## src/rtl/cpu_pkg.sv

```systemverilog
// Shared CPU constants: fetch FSM states and
// the LOAD/STOR opcode fields also used by the decoder.
package cpu_pkg;

  localparam int DATA_W = 16;

  typedef enum logic [2:0] {
    S_IDLE   = 3'd0,
    S_FETCH  = 3'd1,
    S_FWAIT  = 3'd2,
    S_DECODE = 3'd3,
    S_EXEC   = 3'd4,
    S_MEM    = 3'd5,
    S_COMMIT = 3'd6
  } state_t;

  localparam logic [3:0] OP_LDST  = 4'b0100;
  localparam logic [3:0] EXT_LOAD = 4'b0000;
  localparam logic [3:0] EXT_STOR = 4'b0100;

  function automatic logic is_ldst(
    input logic [3:0] op,
    input logic [3:0] ext
  );
    return (op == OP_LDST) &&
           ((ext == EXT_LOAD) || (ext == EXT_STOR));
  endfunction

endpackage

```

## src/rtl/fetch_ctrl_fsm_if.sv

```systemverilog
// RAM port-B read bus between the fetch controller
// (master) and the instruction RAM (slave).
interface fetch_ctrl_fsm_if
  import cpu_pkg::*;
#(
  parameter int DATA_W = cpu_pkg::DATA_W
);

  logic [DATA_W-1:0] ram_addr_b;
  logic              ram_en_b;
  logic [DATA_W-1:0] ram_q_b;

  modport master (
    output ram_addr_b,
    output ram_en_b,
    input  ram_q_b
  );

  modport slave (
    input  ram_addr_b,
    input  ram_en_b,
    output ram_q_b
  );

endinterface

```

## src/rtl/fetch_ctrl_fsm.sv

```systemverilog
// Multicycle fetch/sequencing controller feeding
// the decoder; one commit strobe per instruction.
module fetch_ctrl_fsm
  import cpu_pkg::*;
#(
  parameter int DATA_W  = cpu_pkg::DATA_W,
  parameter int RAM_LAT = 1,
  parameter int CNT_W   = 16
) (
  input  logic              clk,
  input  logic              reset,
  input  logic              run,
  input  logic [DATA_W-1:0] pc,
  fetch_ctrl_fsm_if.master  ram,
  output logic [DATA_W-1:0] instr_set,
  output logic              decoder_en,
  output logic              mem_phase,
  output logic              is_mem,
  output logic              commit,
  output logic              busy,
  output logic [CNT_W-1:0]  instr_count,
  output logic [2:0]        state_o
);

  state_t            state;
  state_t            state_n;
  logic [1:0]        wait_cnt;
  logic [DATA_W-1:0] addr_q;
  logic              capture;

  assign capture = (state == S_FWAIT) &&
                   (wait_cnt == 2'd0);
  assign busy    = (state != S_IDLE);
  assign state_o = state;

  // State, fetch address, IR and retire counter
  always_ff @(posedge clk) begin
    if (reset) begin
      state       <= S_IDLE;
      wait_cnt    <= '0;
      addr_q      <= '0;
      instr_set   <= '0;
      is_mem      <= 1'b0;
      instr_count <= '0;
    end else begin
      state <= state_n;
      if (state == S_FETCH) begin
        wait_cnt <= 2'(RAM_LAT - 1);
        addr_q   <= pc;
      end
      if (state == S_FWAIT && wait_cnt != 2'd0)
        wait_cnt <= wait_cnt - 2'd1;
      if (capture) begin
        instr_set <= ram.ram_q_b;
        is_mem    <= is_ldst(ram.ram_q_b[15:12],
                             ram.ram_q_b[7:4]);
      end
      if (state == S_COMMIT)
        instr_count <= instr_count + 1'b1;
    end
  end

  // Next state and per-state strobes
  always_comb begin
    state_n        = state;
    ram.ram_en_b   = 1'b0;
    ram.ram_addr_b = '0;
    decoder_en     = 1'b0;
    mem_phase      = 1'b0;
    commit         = 1'b0;
    unique case (state)
      S_IDLE: begin
        if (run) state_n = S_FETCH;
      end
      S_FETCH: begin
        ram.ram_en_b   = 1'b1;
        ram.ram_addr_b = pc;
        state_n        = S_FWAIT;
      end
      S_FWAIT: begin
        ram.ram_en_b   = 1'b1;
        ram.ram_addr_b = addr_q;
        if (wait_cnt == 2'd0) state_n = S_DECODE;
      end
      S_DECODE: begin
        decoder_en = 1'b1;
        state_n    = S_EXEC;
      end
      S_EXEC: begin
        decoder_en = 1'b1;
        state_n    = is_mem ? S_MEM : S_COMMIT;
      end
      S_MEM: begin
        decoder_en = 1'b1;
        mem_phase  = 1'b1;
        state_n    = S_COMMIT;
      end
      S_COMMIT: begin
        decoder_en = 1'b1;
        commit     = 1'b1;
        state_n    = run ? S_FETCH : S_IDLE;
      end
      default: state_n = S_IDLE;
    endcase
  end

endmodule

```

## src/flat_wrapper.sv

```systemverilog
// flat-port wrapper written by rule: the top's interface ports become plain ports
module fetch_ctrl_fsm_flat import cpu_pkg::*;
#(
  parameter int DATA_W  = cpu_pkg::DATA_W,
  parameter int RAM_LAT = 1,
  parameter int CNT_W   = 16
)
  (clk, reset, run, pc, instr_set, decoder_en, mem_phase, is_mem, commit, busy, instr_count, state_o, ram_ram_addr_b, ram_ram_en_b, ram_ram_q_b);
  fetch_ctrl_fsm_if #(.DATA_W(DATA_W)) ram_i ();
  input  logic clk;
  input  logic reset;
  input  logic run;
  input  logic [DATA_W-1:0] pc;
  output logic [DATA_W-1:0] instr_set;
  output logic decoder_en;
  output logic mem_phase;
  output logic is_mem;
  output logic commit;
  output logic busy;
  output logic [CNT_W-1:0] instr_count;
  output logic [2:0] state_o;
  output wire logic [$bits(ram_i.ram_addr_b)-1:0] ram_ram_addr_b;
  output wire logic [$bits(ram_i.ram_en_b)-1:0] ram_ram_en_b;
  input wire logic [$bits(ram_i.ram_q_b)-1:0] ram_ram_q_b;
  assign ram_ram_addr_b = ram_i.ram_addr_b;
  assign ram_ram_en_b = ram_i.ram_en_b;
  assign ram_i.ram_q_b = ram_ram_q_b;
  fetch_ctrl_fsm #(.DATA_W(DATA_W), .RAM_LAT(RAM_LAT), .CNT_W(CNT_W)) u_core (.clk(clk), .reset(reset), .run(run), .pc(pc), .ram(ram_i), .instr_set(instr_set), .decoder_en(decoder_en), .mem_phase(mem_phase), .is_mem(is_mem), .commit(commit), .busy(busy), .instr_count(instr_count), .state_o(state_o));
endmodule
```

## config.mk

```make
export PLATFORM = sky130hd
export DESIGN_NAME = fetch_ctrl_fsm_flat
export DESIGN_NICKNAME = d
export VERILOG_FILES = /design/src/rtl/cpu_pkg.sv /design/src/rtl/fetch_ctrl_fsm_if.sv /design/src/rtl/fetch_ctrl_fsm.sv /design/src/flat_wrapper.sv
export SDC_FILE = /design/constraint.sdc
export NUM_CORES = 1
export LEC_CHECK = 0
export BUFFER_PORTS_ARGS = -buffer_cell sky130_fd_sc_hd__clkbuf_2
export CORE_MARGIN = 2
export CORE_UTILIZATION = 48
export CTS_CLUSTER_SIZE = 24
export DETAILED_ROUTE_END_ITERATION = 10
export GPL_TIMING_DRIVEN = 0
export HOLD_SLACK_MARGIN = 0.06
export PLACE_DENSITY_LB_ADDON = 0.08
export SLEW_MARGIN = 5
export SYNTH_ARGS = -nofsm -noshare
export SYNTH_HDL_FRONTEND = slang
export SYNTH_SLANG_ARGS = --single-unit
```

## constraint.sdc

```tcl
create_clock -name clk -period 1.6 [get_ports clk]
set_input_delay 0.24 -clock clk [delete_from_list [all_inputs] [get_ports clk]]
set_output_delay 0.24 -clock clk [all_outputs]
set_load 0.005 [all_outputs]
```

==> reports/metrics.yaml, run 1 <==
final_layout:
  diodes: 0
  postLayoutCellArea_um2: 3550
  multi_input_area_um2: 1350
  final_cell_mix: "80 x nand2_1, 80 x clkbuf_2, 42 x dfxtp_1"
  final-instance-count-excl-fill: 497
  final_nets: 467
  nFillCells: 365
  seq_area_um2: 1110
  syn2layout_area_growth_pct: 50.1
  drive_gt1_share_pct: 46.3
power_and_ir_drop:
  clkPwrFrac_pct: 27.2
  ir_drop_mv: 0.766
  intPower_uw: 2350
  combinationalPowerShare_pct: 27.5
  power.density_nw_per_um2: 925
  swShare_pct: 28.3
  power_switching_uw: 928
  p_seq_share_pct: 45.3
  leakagePower_uw: 0.00166
die:
  fp.dieH_um: 74.2
  die_w_um: 74.2
  start_util_pct: 50.0
  core_region_area_um2: 4720
  die_area_um2: 5500
  io_pins: 92
  num_rows: 25
flow_run:
  cap_violations: 0
synth:
  avgSynthCellArea_um2: 7.80
  yosysWarnings: 0
  ys_types: 36
  synthArstFlopShare_pct: 0
  yosys.area.top_type_share_pct: 45.7
  netlist_instances: 303
  synth_top_area_cell: "dfxtp_1"
  synth-seq-area-share_pct: 45.7
  syn-num-nets: 340
  synth-edff-count: 0
  synthTopCellsByArea: "dfxtp_1 46%, nand2_1 17%, a21oi_1 8.5%"
  synth-seq-cells: 54
  yosys_most_used_dff: "dfxtp_1"
  synth_area_um2: 2360
sta:
  layout_setup_ws_ns: -0.110
  fin_crit_ns: 1.71
  rsz0062_at_grt: "true"
  fin_setup_tns_ns: -1.47
  finalSetupViolCount: 17
  slew_headroom_pct: 66.4
  worst_slew_pin_slew_ns: 0.504
  hold_viol: 0
  finalClockSkew_ns: 0.00718
  final-max-slew-violation-count: 0
  timing.fmax_ghz: 0.585
  min_period_over_period_pct: 107
place:
  place_congestion: 0.799
  dpl-instance-area_um2: 2900
  portBuffers: 91
  dpl.hpwl_um: 4000
  placed_cells: 461
  pre_cts_slack_ns: -0.273
clock_network:
  cts_root_buf: "clkbuf_8"
  clock_path_buffers: 2
  cts_sinks: 54
  path_clk_slew_ns: 0.10
  cts-buffers-inserted: 5
  hold_buffers: 0
  cts_tree: "built"
  ctsHtreeMaxLevel: 2
  clk_latency_ns: 0.30
outcome:
  status: "complete, but fails checks"
  violations: "negative setup slack"
setup_path:
  cp_slowest_cell: "dfxtp_4"
  path_class: "flop to primary output"
  end_kind: "primary output"
  path_max_fanout: 6
  cp_data_arrival_time_ns: 1.47
  slowest_delay_ns: 0.41
  cp-start-kind: "flop"
  crit_chain: "buf_12 > nand2b_4 > nor2_4 > buf_8 > nand2_4 > nand2_2 > buf_6"
  critPathTopFamily: "flip-flops"
  worstPathRequired_ns: 1.36
  path_buf_inv: 3
global_route:
  grt_usage_pct: 21.2
  grt_pass1_wl_um: 9200
  grt_max_degree: 18
  grt_pass1_vias: 2066
  grt-ovfl-total: 0
  antenna_found_initial: 0
route:
  wl_per_cell_um: 13.3
  drt-initial-drc-count: 98
  vias: 2478
  routed_wl_um: 6610
  via_per_inst: 4.99
  ant_nets: 0
  remaining_drc_errors: 0
  drtPass1Iterations: 4
worst_hold_path:
  hp-class: "input port to flop"
-- flip-flops by register name (all words and copies together) (netlist names) --
signal              cells
u_core.instr_count     16
u_core.instr_set       16
u_core.addr_q          16
u_core.state_o          3
u_core.wait_cnt         2
u_core.is_mem           1
-- through the flow --
step	total power (uW)	hold slack (ns)	utilization (%)
global route	3430	0.148	75.1
floorplan	1860	0.376	-
finish	3280	0.140	75.1
CTS	3130	0.136	68.4
detailed placement	2090	0.446	61.5
global placement	2080	0.442	61.5
-- kinds of logic (layout without fill, tap and decap cells) --
kind of cell	after synthesis	count (layout)	synth area share, %
and+or+nand+nor	165	165	32.1
DFF	54	54	45.7
buffers and inverters	22	149	5.13
muxes	3	3	1.38
adders and majority gates	2	2	1.06
xor gates and xnor gates	12	12	4.45
AOI/OAI and AO/OA	45	45	10.1
-- power groups by stage --
stage,Clock [uW],Sequential (uW),Combinational [uW]
after floorplan,0,1500,355
after detailed placement,0,1500,590
final,892,1490,903
after global routing,955,1500,983
after global placement,0,1500,583
after CTS,908,1480,739
-- per-layer routing --
metal | track usage, % | vias to the layer above | part of all wire [%]
li1 | - | 1244 | -
met1 | 26.0 | 1158 | 42
met2 | 37.3 | 69 | 53
met5 | 0 | - | 0
met3 | 4.61 | 7 | 4.3
met4 | 6.46 | 0 | 1.0
-- final timing paths --
path | depth (start not counted) | from | slack [ns] | end
hold / removal | 3 | ram_ram_q_b[9] | 0.14 | u_core.instr_set[9]
setup / recovery | 7 | u_core.state_o[0] | -0.11 | ram_ram_addr_b[12]
hold reg to reg | 2 | u_core.instr_set[1] | 0.46 | u_core.instr_set[1]
setup reg to reg | 5 | u_core.state_o[2] | 0.03 | u_core.wait_cnt[0]
-- Yosys cell counts (2+ instances only) --
cell and number:
a21oi_1 40, buf_2 4, buf_4 3, buf_6 3, clkbuf_1 6, dfxtp_1 54, ha_1 2, inv_1 5
mux2_1 2, nand2_1 106, nand2b_1 6, nand3_1 6, nand4_1 5, nor2_1 17, nor2b_1 2, nor3_1 5
nor4_1 5, or2_2 2, or3_1 3, xnor2_1 10, xor2_1 2
-- worst register-to-register path, stage by stage (launching register included) --
cell and delay, ns:
dfxtp_4 0.38, buf_8 0.14, buf_4 0.14, or3b_4 0.40
or3_4 0.34, a21oi_2 0.11
-- repair_timing --
| item | in CTS | in global routing |
|---|---|---|
| resized for setup | 30 | 76 |
| endpoints found under the setup margin | 33 | 55 |
| buffers inserted | 14 | 15 |
| pin swaps | 18 | 27 |
| gates cloned | 2 | 2 |
-- cell type report --
| type | count | area share (%) |
|---|---|---|
| buffer | 13 | 3.03 |
| clock buffer | 5 | 1.94 |
| clock inverter | 2 | 1.09 |
| inverter | 5 | 0.529 |
| multi-input combinational | 227 | 38.0 |
| sequential | 54 | 31.2 |
| tap | 67 | 2.36 |
| timing repair buffer | 124 | 21.9 |
Power figures use the tool's default switching activity.
==> run 2: changes to the inputs <==
--- a/config.mk
+++ b/config.mk
@@ -5,6 +5,7 @@
 export SDC_FILE = /design/constraint.sdc
 export NUM_CORES = 1
 export LEC_CHECK = 0
+export ABC_AREA = 1
 export BUFFER_PORTS_ARGS = -buffer_cell sky130_fd_sc_hd__clkbuf_2
 export CORE_MARGIN = 2
 export CORE_UTILIZATION = 48
==> reports/metrics.yaml, run 2 <==
final_layout:
  reg_top3: "u_core.addr_q (16), u_core.instr_count (16), u_core.instr_set (16)"
  postLayoutCellArea_um2: 3420  # -3.7%
  final_cell_mix: "88 x clkbuf_2, 72 x nand2_1, 51 x dfxtp_1"
  nFillCells: 390  # +6.8%
  diodes: 0  # unchanged
  final_common_cell: "clkbuf_2"
  drive_gt1_share_pct: 39.2  # -7.0 points
  final_nets: 505  # +8.1%
  syn2layout_area_growth_pct: 46.0
sta:
  slew_headroom_pct: 63.5  # -2.9 points
  hold_viol: 0  # unchanged
  layout_setup_ws_ns: -0.0548  # +0.0552 ns
  final-max-slew-violation-count: 0  # unchanged
  worst_slew_pin_slew_ns: 0.547  # +0.0438 ns
  timing.fmax_ghz: 0.604  # +3.3%
  fin_setup_tns_ns: -0.587  # +0.880 ns
  finalClockSkew_ns: 0.00596  # -0.00122 ns
  min_period_over_period_pct: 103  # -3.5 points
  rsz0062_at_grt: "true"
  finalSetupViolCount: 18  # +1
  fin_crit_ns: 1.65  # -0.0552 ns
synth:
  syn-num-nets: 375  # +10%
  synth_top_area_cell: "dfxtp_1"
  netlist_instances: 338  # +12%
  synthArstFlopShare_pct: 0  # unchanged
  yosys-top-cells-count: "98 x nand2_1, 54 x dfxtp_1, 49 x nor2_1"
  ys_types: 28  # -22%
  yosys.area.top_type_share_pct: 46.2  # +0.44 points
  synthMostInstantiatedCell: "nand2_1"
  yosys_most_used_dff: "dfxtp_1"
  avgSynthCellArea_um2: 6.93  # -11%
  yosysWarnings: 0  # unchanged
  synth-edff-count: 0  # unchanged
  synth_area_um2: 2340  # -0.95%
  synth-seq-area-share_pct: 46.2  # +0.44 points
  synthTopCellsByArea: "dfxtp_1 46%, nand2_1 16%, nor2_1 7.9%"
  synth-seq-cells: 54  # unchanged
place:
  place_congestion: 0.808  # +1.2%
  dpl-instance-area_um2: 2880  # -0.78%
  portBuffers: 91  # unchanged
  dpl.hpwl_um: 4150  # +3.8%
clock_network:
  clk_latency_ns: 0.31  # about the same
  path_clk_slew_ns: 0.10  # about the same
  cts_tree: "built"
  cts_root_buf: "clkbuf_8"
  hold_buffers: 0  # unchanged
  clock_path_buffers: 2  # unchanged
  ctsHtreeMaxLevel: 2  # unchanged
  cts-buffers-inserted: 5  # unchanged
  cts_sinks: 54  # unchanged
worst_hold_path:
  hp-class: "input port to flop"
flow_run:
  cap_violations: 0  # unchanged
setup_path:
  cpMostUsedCell: "nand2_2"
  crit_chain: "inv_4 > nand2_4 > nor2_4 > buf_6 > nand2_2 > nand2_2 > clkbuf_2"
  cp_slowest_cell: "dfxtp_4"
  end_kind: "primary output"
  cp_data_arrival_time_ns: 1.41  # -0.06 ns
  path_class: "flop to primary output"
  worstPathRequired_ns: 1.36  # about the same
  path_max_fanout: 5  # -1
  cp-start-kind: "flop"
  slowest_delay_ns: 0.38  # -0.03 ns
route:
  ant_nets: 0  # unchanged
  vias: 2616  # +5.6%
  wl_per_cell_um: 12.3  # -7.2%
  drtPass1Iterations: 4  # unchanged
  drt-initial-drc-count: 105  # +7.1%
  remaining_drc_errors: 0  # unchanged
  via_per_inst: 4.88  # -2.1%
  routed_wl_um: 6610  # +0.11%
power_and_ir_drop:
  power.density_nw_per_um2: 935  # +1.0%
  ir_drop_mv: 0.578  # -25%
  leakagePower_uw: 0.00169  # +2.1%
global_route:
  grt-ovfl-total: 0  # unchanged
  grt_pass1_vias: 2353  # +14%
  grt_pass1_wl_um: 10100  # +9.8%
  antenna_found_initial: 0  # unchanged
  grt_usage_pct: 24.2  # +2.9 points
  grt_max_degree: 17  # -1
die:
  fp.dieH_um: 73.8  # -0.45%
  io_pins: 92  # unchanged
  die_area_um2: 5450  # -0.90%
  num_rows: 25  # unchanged
  start_util_pct: 49.6  # -0.48 points
  die_w_um: 73.8  # -0.45%
  core_region_area_um2: 4720  # unchanged
outcome:
  status: "complete, but fails checks"
  violations: "negative setup slack"
## run 2: cell count changes after synthesis, sizes merged, moves of 8 or more
cell,before,now
a21oi,40,31
inv,5,31
nand2,106,98
nor2,18,53
o21ai,1,24
xnor2,10,1
## run 2: per-stage QoR
stage	setup slack, ns	hold WS, ns	std cells	total power, uW	util [%]
5_1_grt	-0.110	0.135	536	3360	72.3
4_1_cts	-0.0435	0.121	531	3130	69.6
2_1_floorplan	0.245	0.367	338	1880	-
6_report	-0.0548	0.123	536	3190	72.3
3_3_place_gp	-0.0927	0.447	496	2130	61.0
3_5_place_dp	-0.0701	0.453	496	2140	61.0
## run 2: worst paths after layout
| path | from | end | slack (ns) | cells after the start |
|---|---|---|---|---|
| worst max-delay path | u_core.state_o[1] | ram_ram_addr_b[1] | -0.05 | 7 |
| worst min-delay path | ram_ram_q_b[6] | u_core.instr_set[6] | 0.12 | 3 |
| worst max register to register | u_core.state_o[1] | u_core.addr_q[1] | 0 | 10 |
| worst min register to register | u_core.addr_q[6] | u_core.addr_q[6] | 0.46 | 2 |
## run 2: power by group
part | total [uW] | switching, uW | internal (uW)
Sequential | 1530 | 74.8 | 1460
Clock | 790 | 440 | 350
Combinational | 868 | 454 | 414
## run 2: logic make-up after synthesis
kind of cell | Yosys count | share of synthesized area, %
xor+xnor | 2 | 0.748
flops | 54 | 46.2
simple gates | 179 | 31.7
compound gates | 58 | 12.7
fa+ha+maj | 2 | 1.07
buf+inv | 43 | 7.59
## run 2: area by class of cell
cell class                 count  area [um2]  area share [%]
buffer                        11        70.1            2.05
clock buffer                   7        86.3            2.53
clock inverter                 1        5.00           0.146
inverter                      31         134            3.92
multi-input combinational    241        1220            35.6
sequential                    54        1090            32.0
tap                           67        83.8            2.45
timing repair buffer         124         728            21.3
## run 2: critical path, delay by kind of cell (launching register included)
kind | cells | cell delay (ns)
flops | 1 | 0.38
simple gates | 4 | 0.38
buf+inv | 3 | 0.34
## run 2: what timing repair did
| item | in CTS | in global routing |
|---|---|---|
| pin swaps | 21 | 11 |
| resized for setup | 43 | 30 |
| setup buffers | 27 | 6 |
| endpoints found under the setup margin | 18 | 26 |
| gates cloned | 1 | 0 |
## run 2: per-layer routing
layer,global-route usage (%),vias up,part of all wire [%]
li1,-,1335,-
met1,28.8,1183,43
met2,41.9,87,50
met3,6.72,11,5.7
met4,7.47,0,2.0
met5,0,-,0
==> run 3: changes to the inputs <==
--- a/config.mk
+++ b/config.mk
@@ -6,7 +6,7 @@
 export NUM_CORES = 1
 export LEC_CHECK = 0
 export ABC_AREA = 1
-export BUFFER_PORTS_ARGS = -buffer_cell sky130_fd_sc_hd__clkbuf_2
+export BUFFER_PORTS_ARGS = -buffer_cell sky130_fd_sc_hd__buf_2
 export CORE_MARGIN = 2
 export CORE_UTILIZATION = 48
 export CTS_CLUSTER_SIZE = 24
==> reports/metrics.yaml, run 3 (synthesized netlist as in run 2, its figures left out) <==
route:
  via_per_inst: 4.84  # -0.76%
  drt-initial-drc-count: 101  # -3.8%
  wl_per_cell_um: 11.6  # -5.9%
  drtPass1Iterations: 5  # +1
  ant_nets: 0  # unchanged
  remaining_drc_errors: 0  # unchanged
  vias: 2601  # -0.57%
  routed_wl_um: 6240  # -5.7%
setup_path:
  cp_data_arrival_time_ns: 1.44  # +0.03 ns
  slowest_delay_ns: 0.38  # about the same
  cp-start-kind: "flop"
  cp_slowest_cell: "dfxtp_4"
  critPathTopFamily: "simple AND/OR/NAND/NOR gates"
  crit_chain: "inv_4 > nand2_4 > nor2_4 > buf_6 > nand2_2 > nand2_2 > buf_2"
  end_kind: "primary output"
  path_buf_inv: 3  # unchanged
  cpMostUsedCell: "nand2_2"
  path_class: "flop to primary output"
  path_max_fanout: 5  # unchanged
  worstPathRequired_ns: 1.36  # about the same
clock_network:
  cts-buffers-inserted: 5  # unchanged
  cts_sinks: 54  # unchanged
  hold_buffers: 0  # unchanged
  cts_root_buf: "clkbuf_8"
  clock_path_buffers: 2  # unchanged
  ctsHtreeMaxLevel: 2  # unchanged
  path_clk_slew_ns: 0.09  # about the same
  cts_tree: "built"
  clk_latency_ns: 0.31  # about the same
final_layout:
  reg_top3: "u_core.addr_q (16), u_core.instr_count (16), u_core.instr_set (16)"
  final_common_cell: "buf_2"
  final_cell_mix: "93 x buf_2, 78 x nand2_1, 51 x dfxtp_1"
  diodes: 0  # unchanged
  drive_gt1_share_pct: 38.1  # -1.1 points
  seq_area_um2: 1090  # -0.23%
  multi_input_area_um2: 1190  # -2.2%
  final_nets: 507  # +0.40%
  nFillCells: 394  # +1.0%
  syn2layout_area_growth_pct: 45.4
sta:
  fin_crit_ns: 1.68  # +0.0234 ns
  rsz0062_at_grt: "true"
  hold_viol: 0  # unchanged
  final-max-slew-violation-count: 0  # unchanged
  worst_slew_pin_slew_ns: 0.555  # +0.00784 ns
  slew_headroom_pct: 63.0  # -0.52 points
  layout_setup_ws_ns: -0.0782  # -0.0234 ns
  finalClockSkew_ns: 0.00355  # -0.00241 ns
  min_period_over_period_pct: 105  # +1.5 points
  holdWs_ns: 0.150  # +0.0276 ns
  finalSetupViolCount: 18  # unchanged
  fin_setup_tns_ns: -0.578  # +0.00898 ns
  timing.fmax_ghz: 0.596  # -1.4%
global_route:
  grt_max_degree: 17  # unchanged
  grt-ovfl-total: 0  # unchanged
  grt_usage_pct: 22.6  # -1.6 points
  grt_pass1_wl_um: 9570  # -5.3%
  grt_pass1_vias: 2178  # -7.4%
  antenna_found_initial: 0  # unchanged
die:
  fp.dieH_um: 73.8  # unchanged
  num_rows: 25  # unchanged
  die_w_um: 73.8  # unchanged
  die_area_um2: 5450  # unchanged
  io_pins: 92  # unchanged
  core_region_area_um2: 4720  # unchanged
  start_util_pct: 49.6  # unchanged
place:
  place_congestion: 0.806  # -0.27%
  portBuffers: 91  # unchanged
  dpl.hpwl_um: 4060  # -2.2%
  pre_cts_slack_ns: -0.0944  # -0.0243 ns
power_and_ir_drop:
  leakagePower_uw: 0.00170  # +0.14%
  power.density_nw_per_um2: 908  # -2.8%
  ir_drop_mv: 0.499  # -14%
flow_run:
  cap_violations: 0  # unchanged
outcome:
  status: "complete, but fails checks"
  violations: "negative setup slack"
worst_hold_path:
  hp-class: "input port to flop"
==> run 3: cell count changes in the layout (fill, tap and decap cells not counted), sizes merged <==
| cell | before | now |
|---|---|---|
| buf | 42 | 132 |
| clkbuf | 100 | 12 |
| clkinv | 2 | 0 |
| inv | 30 | 31 |
==> run 3: worst paths after layout <==
| path | slack [ns] | start | cells after the start | to |
|---|---|---|---|---|
| setup / recovery | -0.08 | u_core.state_o[1] | 7 | ram_ram_addr_b[0] |
| hold / removal | 0.15 | ram_ram_q_b[3] | 3 | u_core.instr_set[3] |
| setup reg to reg | -0.01 | u_core.state_o[1] | 10 | u_core.addr_q[0] |
| hold reg to reg | 0.46 | u_core.addr_q[2] | 2 | u_core.addr_q[2] |
==> run 3: routing by layer <==
metal  wire length [um]  global-route usage [%]
met1               2870                    28.3
met2               2920                    38.6
met3                359                    5.90
met4                 83                    5.45
met5                  0                       0
==> run 3: stage by stage <==
stage / power [uW] / util [%] / instances / area [um2]
floorplan: 1880 / - / 338 / 2340
global placement: 2130 / 61.0 / 496 / 2880
detailed placement: 2140 / 61.0 / 496 / 2880
CTS: 3070 / 70.4 / 535 / 3320
global route: 3260 / 72.1 / 537 / 3400
finish: 3090 / 72.1 / 537 / 3400
==> run 3: repair_timing <==
| action | 4_1_cts | 5_1_grt |
|---|---|---|
| pin swaps | 13 | 11 |
| endpoints found under the setup margin | 18 | 38 |
| cloned | 1 | 0 |
| endpoints found under the hold margin | 0 | 0 |
| gates resized for setup | 38 | 19 |
| setup buffers | 32 | 2 |
==> run 3: layout make-up <==
| class | count | area share (%) |
|---|---|---|
| clock buffers | 7 | 2.24 |
| plain buffers | 11 | 2.06 |
| repair buffers | 126 | 22.4 |
| well taps | 67 | 2.46 |
| inverters | 31 | 3.86 |
| flip-flops and latches | 54 | 32.0 |
| multi-input cells | 241 | 35.0 |
==> run 3: power breakdown <==
| group | leakage, uW | total [uW] | switching (uW) | internal [uW] |
|---|---|---|---|---|
| registers | 0.000441 | 1530 | 69.0 | 1460 |
| clock network | 0.0000383 | 718 | 416 | 302 |
| logic | 0.00122 | 844 | 433 | 411 |
| total | 0.00170 | 3090 | 918 | 2170 |
==> run 3: worst min-delay path: cells and delay by family <==
| family | cells | cell delay (ns) |
|---|---|---|
| buf+inv | 1 | 0.08 |
| simple gates | 2 | 0.11 |
